`src/rtl/ack_bus_scheduler_pkg.sv`:
```
// rtl/ack_bus_scheduler_pkg.sv - shared source IDs and FSM encoding for the ack bus scheduler
package ack_bus_scheduler_pkg;

   localparam logic [1:0] SRC_MEM  = 2'b00;
   localparam logic [1:0] SRC_SHA  = 2'b01;
   localparam logic [1:0] SRC_AES  = 2'b10;
   localparam logic [1:0] SRC_CTRL = 2'b11;

   typedef enum logic [1:0] {
      ST_IDLE  = 2'd0,
      ST_GRANT = 2'd1,
      ST_GAP   = 2'd2
   } state_e;

endpackage

```
`src/rtl/ack_bus_scheduler_rr_pick4.sv`:
```
// rtl/ack_bus_scheduler_rr_pick4.sv - combinational round-robin picker over four sources
module rr_pick4
   import ack_bus_scheduler_pkg::*;
(
   input  logic [3:0] pending_i,
   input  logic [1:0] last_winner_i,
   output logic [1:0] winner_o,
   output logic       any_o
);

   logic [1:0] cand;

   // Walk IDs downward from last_winner-1 (wrapping mod 4); first pending source wins,
   // so the previous winner is considered last.
   always_comb begin
      winner_o = SRC_CTRL;
      any_o    = 1'b0;
      cand     = last_winner_i;
      for (int k = 0; k < 4; k++) begin
         cand = last_winner_i - 2'(k + 1);
         if (!any_o && pending_i[cand]) begin
            winner_o = cand;
            any_o    = 1'b1;
         end
      end
   end

endmodule

```
`src/rtl/ack_bus_scheduler.sv`:
```
// rtl/ack_bus_scheduler.sv - round-robin scheduler retiring completion acks onto a shared bus
module ack_bus_scheduler
   import ack_bus_scheduler_pkg::*;
#(
   parameter int unsigned ACK_HOLD = 1
) (
   input  logic       clk,
   input  logic       rst,
   input  logic       en,
   input  logic       done_mem,
   input  logic       done_sha,
   input  logic       done_aes,
   input  logic       done_ctrl,
   output logic       ack_valid_n,
   output logic [1:0] ack_id,
   output logic       ack_ready_mem,
   output logic       ack_ready_sha,
   output logic       ack_ready_aes,
   output logic       ack_ready_ctrl,
   output logic [3:0] pending,
   output logic [3:0] overflow,
   output logic       busy
);

   state_e     state_q, state_d;
   logic [3:0] pending_q, pending_d;
   logic [3:0] overflow_q, overflow_d;
   logic [1:0] last_q, last_d;      // last winner; doubles as the ID driven during GRANT
   logic [2:0] cnt_q, cnt_d;        // remaining GRANT cycles after the current one
   logic [1:0] pick;
   logic       pick_any;
   logic       retire;
   logic [3:0] ack_ready;
   logic [3:0] done_vec;
   logic [3:0] clr;

   assign done_vec = {done_ctrl, done_aes, done_sha, done_mem};

   rr_pick4 u_pick (
      .pending_i     (pending_q),
      .last_winner_i (last_q),
      .winner_o      (pick),
      .any_o         (pick_any)
   );

   // FSM next state and bus outputs; the bus idles at valid_n=1 / id=11 outside GRANT.
   always_comb begin
      state_d     = state_q;
      last_d      = last_q;
      cnt_d       = cnt_q;
      retire      = 1'b0;
      ack_valid_n = 1'b1;
      ack_id      = SRC_CTRL;
      ack_ready   = 4'b0000;
      case (state_q)
         ST_IDLE: begin
            if (en && pick_any) begin
               state_d = ST_GRANT;
               last_d  = pick;
               cnt_d   = 3'(ACK_HOLD - 1);
            end
         end
         ST_GRANT: begin
            ack_valid_n = 1'b0;
            ack_id      = last_q;
            if (cnt_q == 3'd0) begin
               retire    = 1'b1;
               ack_ready = 4'b0001 << last_q;
               state_d   = ST_GAP;
            end else begin
               cnt_d = cnt_q - 3'd1;
            end
         end
         ST_GAP:  state_d = ST_IDLE;
         default: state_d = ST_IDLE;
      endcase
   end

   // Pending/overflow update; a done for the winner on its retire edge is a fresh request.
   always_comb begin
      clr        = retire ? (4'b0001 << last_q) : 4'b0000;
      pending_d  = (pending_q & ~clr) | done_vec;
      overflow_d = overflow_q | (done_vec & pending_q & ~clr);
   end

   // State registers with synchronous active-high reset.
   always_ff @(posedge clk) begin
      if (rst) begin
         state_q    <= ST_IDLE;
         pending_q  <= 4'b0000;
         overflow_q <= 4'b0000;
         last_q     <= SRC_MEM;
         cnt_q      <= 3'd0;
      end else begin
         state_q    <= state_d;
         pending_q  <= pending_d;
         overflow_q <= overflow_d;
         last_q     <= last_d;
         cnt_q      <= cnt_d;
      end
   end

   assign ack_ready_mem  = ack_ready[0];
   assign ack_ready_sha  = ack_ready[1];
   assign ack_ready_aes  = ack_ready[2];
   assign ack_ready_ctrl = ack_ready[3];
   assign pending        = pending_q;
   assign overflow       = overflow_q;
   assign busy           = (state_q != ST_IDLE);

endmodule
```
`config.mk`:
```
export PLATFORM = sky130hd
export DESIGN_NAME = ack_bus_scheduler
export DESIGN_NICKNAME = d
export VERILOG_FILES = /design/src/rtl/ack_bus_scheduler_pkg.sv /design/src/rtl/ack_bus_scheduler_rr_pick4.sv /design/src/rtl/ack_bus_scheduler.sv
export SDC_FILE = /design/constraint.sdc
export NUM_CORES = 1
export LEC_CHECK = 0
export BUFFER_PORTS_ARGS = -buffer_cell sky130_fd_sc_hd__buf_2
export CAP_MARGIN = 15
export CORE_MARGIN = 1
export CORE_UTILIZATION = 54
export DETAILED_ROUTE_END_ITERATION = 7
export PLACE_DENSITY_LB_ADDON = 0.25
export SKIP_CTS_REPAIR_TIMING = 1
export SLEW_MARGIN = 20
export SYNTH_ARGS = -nofsm -noshare
export SYNTH_HDL_FRONTEND = slang
export SYNTH_SLANG_ARGS = --single-unit
export TNS_END_PERCENT = 30
```
`constraint.sdc`:
```
create_clock -name clk -period 6.7 [get_ports clk]
set_clock_uncertainty 0.05 [all_clocks]
set_input_delay 1.005 -clock clk [delete_from_list [all_inputs] [get_ports clk]]
set_output_delay 1.005 -clock clk [all_outputs]
set_load 0.03 [all_outputs]
```
# Yosys cells after proc, flatten, opt, wreduce, memory -nomap -nowiden

Index checks and enable logic that the tools add are counted.

Register bits: 15
Word-level logic and storage cells: 67

Shifts and indexed selects: 1
Reductions and logical operators: 14
Bitwise operators: 7
Eq/ne operators: 4
Magnitude comparators: 4
Add/subtract/negate cells: 4
Muxes and demuxes: 28

Operator list:

| cell                  | number |
|---|---|
| $and A4 B4 Y4         | 3 |
| $lt A2 B3 Y1 const B  | 4 |
| $mux W2               | 6 |
| $mux W4               | 3 |
| $mux W1               | 11 |
| $bmux W1 S2           | 4 |
| $or A4 B4 Y4          | 2 |
| $mux W3               | 2 |
| $ne A2 B2 Y1 const B  | 3 |
| $pmux W3 S2           | 1 |
| $reduce_and A3 Y1     | 2 |
| $logic_and A1 B1 Y1   | 4 |
| $not A4 Y4            | 1 |
| $pmux W2 S2           | 1 |
| $reduce_bool A2 Y1    | 2 |
| $shl A1 B2 Y4 const A | 1 |
| $sub A2 B2 Y2 const B | 2 |
| $logic_not A1 Y1      | 3 |
| $logic_not A3 Y1      | 1 |
| $sub A3 B1 Y3 const B | 1 |
| $eq A2 B1 Y1 const B  | 1 |
| $logic_not A2 Y1      | 1 |
| $reduce_and A2 Y1     | 1 |
| $sub A2 B1 Y2 const B | 1 |
| $not A1 Y1            | 1 |

# Longest topological paths before layout

Depth after elaboration: 16
Depth in mapped cells: 7

# By module

A second synthesis with hierarchy kept.

Cell total of the unflattened synthesis: 85
Area total of the unflattened synthesis: 735.7 um^2

By module, submodules not included:

| module            | cells an instance | area each (um^2) | times used |
|---|---|---|---|
| ack_bus_scheduler | 72                | 639.4            | 1 |
| rr_pick4          | 13                | 96.3             | 1 |

# Least setup slack after synthesis

No wires, ideal clock.

Path kind: register to output
From: register cnt_q[0]
To: output port ack_ready_aes
Arrival: 1312 ps
Required time: 5645 ps
Path slack: 4333 ps
Stages on the path, launching flop included: 7
Cell sequence: dfxtp_1 -> inv_1 -> ha_1 -> nor2b_1 -> nor2b_1 -> nand2_1 -> inv_1

Cells in the longest elaborated chain, start to end: 3

RTL lines:

| what                     | RTL line                | text |
|---|---|---|
| start: declaration       | ack_bus_scheduler.sv:29 | `logic [2:0] cnt_q, cnt_d;` |
| start signal: assignment | ack_bus_scheduler.sv:99 | `cnt_q <= cnt_d;` |
| $logic_not A3 Y1         | ack_bus_scheduler.sv:66 | `if (cnt_q == 3'd0) begin` |
| $mux W4                  | ack_bus_scheduler.sv:66 |  |
| $mux W4                  | ack_bus_scheduler.sv:55 | `case (state_q)` |
| end: declaration         | ack_bus_scheduler.sv:18 | `output logic ack_ready_aes,` |

Every way passes these cells.

# Worst setup path in the final report

From: register cnt_q[0]
To: output port ack_ready_ctrl

Cells in the longest elaborated chain, start to end: 3

RTL lines:

| what             | RTL line                | text |
|---|---|---|
| $logic_not A3 Y1 | ack_bus_scheduler.sv:66 |  |
| $mux W4          | ack_bus_scheduler.sv:66 |  |
| $mux W4          | ack_bus_scheduler.sv:55 |  |
| end: declaration | ack_bus_scheduler.sv:19 | `output logic ack_ready_ctrl,` |

Every way passes these cells.

==> results.sh <==
export IMPL_fin_crit_ps=2920
export IMPL_die_w_microns=41.87
export IMPL_dp_slack_ps=4127
export IMPL_final_cell_mix="buf_2, nor2_1, dfxtp_1, inv_1, a21oi_1"
export IMPL_clk_latency_ps=280
export IMPL_status="complete, no violations"
export IMPL_antenna_cells=0
export IMPL_ctsRootBufferMaster="clkbuf_4"
export IMPL_wl_per_cell_microns=12.74
export IMPL_crit_type="flip-flop to primary output"
export IMPL_fin_util_pct=64.62
export IMPL_io_pins=23
export IMPL_slew_violations=0
export IMPL_yosys_area_top_type="dfxtp_1"
export IMPL_nNetsFinal=132
export IMPL_crit_fanout=5
export IMPL_grt_overflow=0
export IMPL_path_clk_slew_ps=90
export IMPL_synthCells=98
export IMPL_syn_area_per_cell_sq_um=8.758
export IMPL_grt_max_degree=16
export IMPL_power_density_nw_per_um2=266.1
export IMPL_ant_nets=0
export IMPL_drv_cap=0
export IMPL_hpwl_microns=1238
export IMPL_synth_seq_cells=15
export IMPL_routed_wl_microns=1707
export IMPL_syn_area_sq_um=858.3
export IMPL_drc=0
export IMPL_vias=742
export IMPL_start_kind="flip-flop"
export IMPL_arrival_ps=1870
export IMPL_dp_cells=130
export IMPL_holdWs_ps=421.2
export IMPL_numCtsBuffers=3
export IMPL_fillCellCount=133
export IMPL_syn_nets=111
export IMPL_start_util_pct=57.65
export IMPL_rsz0062_at_grt="no"
export IMPL_netlist_top_cells_area="dfxtp_1, ha_1, nor2_1"
export IMPL_setup_viol=0
export IMPL_port_buffers=22
export IMPL_p_leak_uw=0.0004599
export IMPL_cts_max_path_buffers=2
export IMPL_relSlewSlack_pct=70.64
export IMPL_grt_pass1_wl_microns=3008
export IMPL_drive_above_1_share_pct=24.58
export IMPL_fin_setup_tns_ps=0
export IMPL_max_vdd_ir_drop_uv=121.8
export IMPL_num_rows=14
export IMPL_die_area_sq_um=1753
export IMPL_fin_cells=134
export IMPL_layout_setup_ws_ps=3780
export IMPL_yosys_warnings=0
export IMPL_cts_htree_levels=1
export IMPL_endpoint_kind="primary output"
export IMPL_worstPathRequired_ps=5640
export IMPL_synth_top_area_share_pct=34.99
export IMPL_final_common_cell="buf_2"
export IMPL_viasPerCell=5.537
export IMPL_core_sq_um=1489
export IMPL_post_synth_num_cell_types=29
export IMPL_drtIter0Drc=13
export IMPL_fmax_ghz=0.3424
export IMPL_firstDrtPassIters=6
export IMPL_first_global_vias=685
export IMPL_cts_tree="yes"
export IMPL_syn2layout_area_growth_pct=12.10
export IMPL_clock_sinks=15
export IMPL_period_share_pct=43.59
export IMPL_gp_congestion=0.8219
export IMPL_hold_path_class="flip-flop to flip-flop"
export IMPL_ys_seq_area_share_pct=34.99
export IMPL_fp_dieH_microns=41.87
export IMPL_grtUsageTotal_pct=22.37
export IMPL_worstMarginPinSlew_ps=434.7
export IMPL_grt_antenna_before_repair=0
export IMPL_finalHoldViolCount=0
==> registers in the layout, summed over array words and instances, names as in the netlist <==
register  flops
cnt_q         3
pending       4
last_q        2
overflow      4
state_q       2
==> stage by stage <==
| step | total power, uW | instance area [sq um] |
|---|---|---|
| floorplan | 186.1 | 858.3 |
| global placement | 201.4 | 935.9 |
| detailed placement | 204.8 | 935.9 |
| CTS | 257.1 | 962.2 |
| global route | 272.3 | 962.2 |
| finish | 256.1 | 962.2 |
==> synth_stat cells (all sizes together) <==
cell    count
o31a        1
dfxtp      15
o41ai       1
buf         4
o311a       1
nor2       16
mux4        3
o211ai      1
nor2b       5
nand2b      3
nand3b      1
nand2       5
ha          6
a21oi       7
a211oi      1
o21a        1
o211a       1
a31oi       5
o21ba       1
nor3b       1
or2         1
clkbuf      2
o21ai       3
inv         9
xnor2       1
nor3        3
==> worst max-delay path, stage by stage, from the launching register on <==
cell	delay, ps
dfxtp_1	330
inv_1	80
ha_1	170
nor2b_1	250
nor2b_1	330
nand2_1	180
inv_2	60
buf_2	180
==> metal layers <==
layer | wire [microns] | track usage, % | vias to the layer above
li1 | - | - | 375
met1 | 792 | 28.61 | 338
met2 | 831 | 36.88 | 27
met3 | 76 | 5.217 | 2
met4 | 7 | 7.742 | 0
met5 | 0 | 0 | -
==> logic make-up (layout without fill, tap and decap cells) <==
kind of cell | count (synthesis) | after routing | share of synthesized area [%]
AO/OA/AOI/OAI | 23 | 23 | 17.64
flip-flops | 15 | 15 | 34.99
adder cells (fa/ha/maj) | 6 | 6 | 8.746
AND/OR/NAND/NOR | 35 | 35 | 19.24
XOR/XNOR | 1 | 1 | 1.021
buffers and inverters | 15 | 35 | 10.06
multiplexers | 3 | 3 | 8.309
==> final timing paths <==
kind	start	end	slack, ps	cells after the start
max	cnt_q[0]	ack_ready_ctrl	3780	7
min	overflow[3]	overflow[3]	420	2
max reg2reg	last_q[0]	last_q[1]	4290	6
min reg2reg	overflow[3]	overflow[3]	420	2
==> power breakdown <==
part	switching [uW]	internal, uW
Combinational	52.1	40.5
Sequential	14.3	96.9
Clock	29.1	23.1
==> cell type report <==
| type | instances | area (sq um) | area share, % |
|---|---|---|---|
| multi-input combinational | 68 | 471.7 | 49.02 |
| sequential | 15 | 300.3 | 31.21 |
| timing repair buffer | 22 | 110.1 | 11.44 |
| inverter | 9 | 33.78 | 3.511 |
| clock buffer | 4 | 26.28 | 2.731 |
| tap | 16 | 20.02 | 2.081 |
No activity file was read; power rests on OpenSTA's default activity.
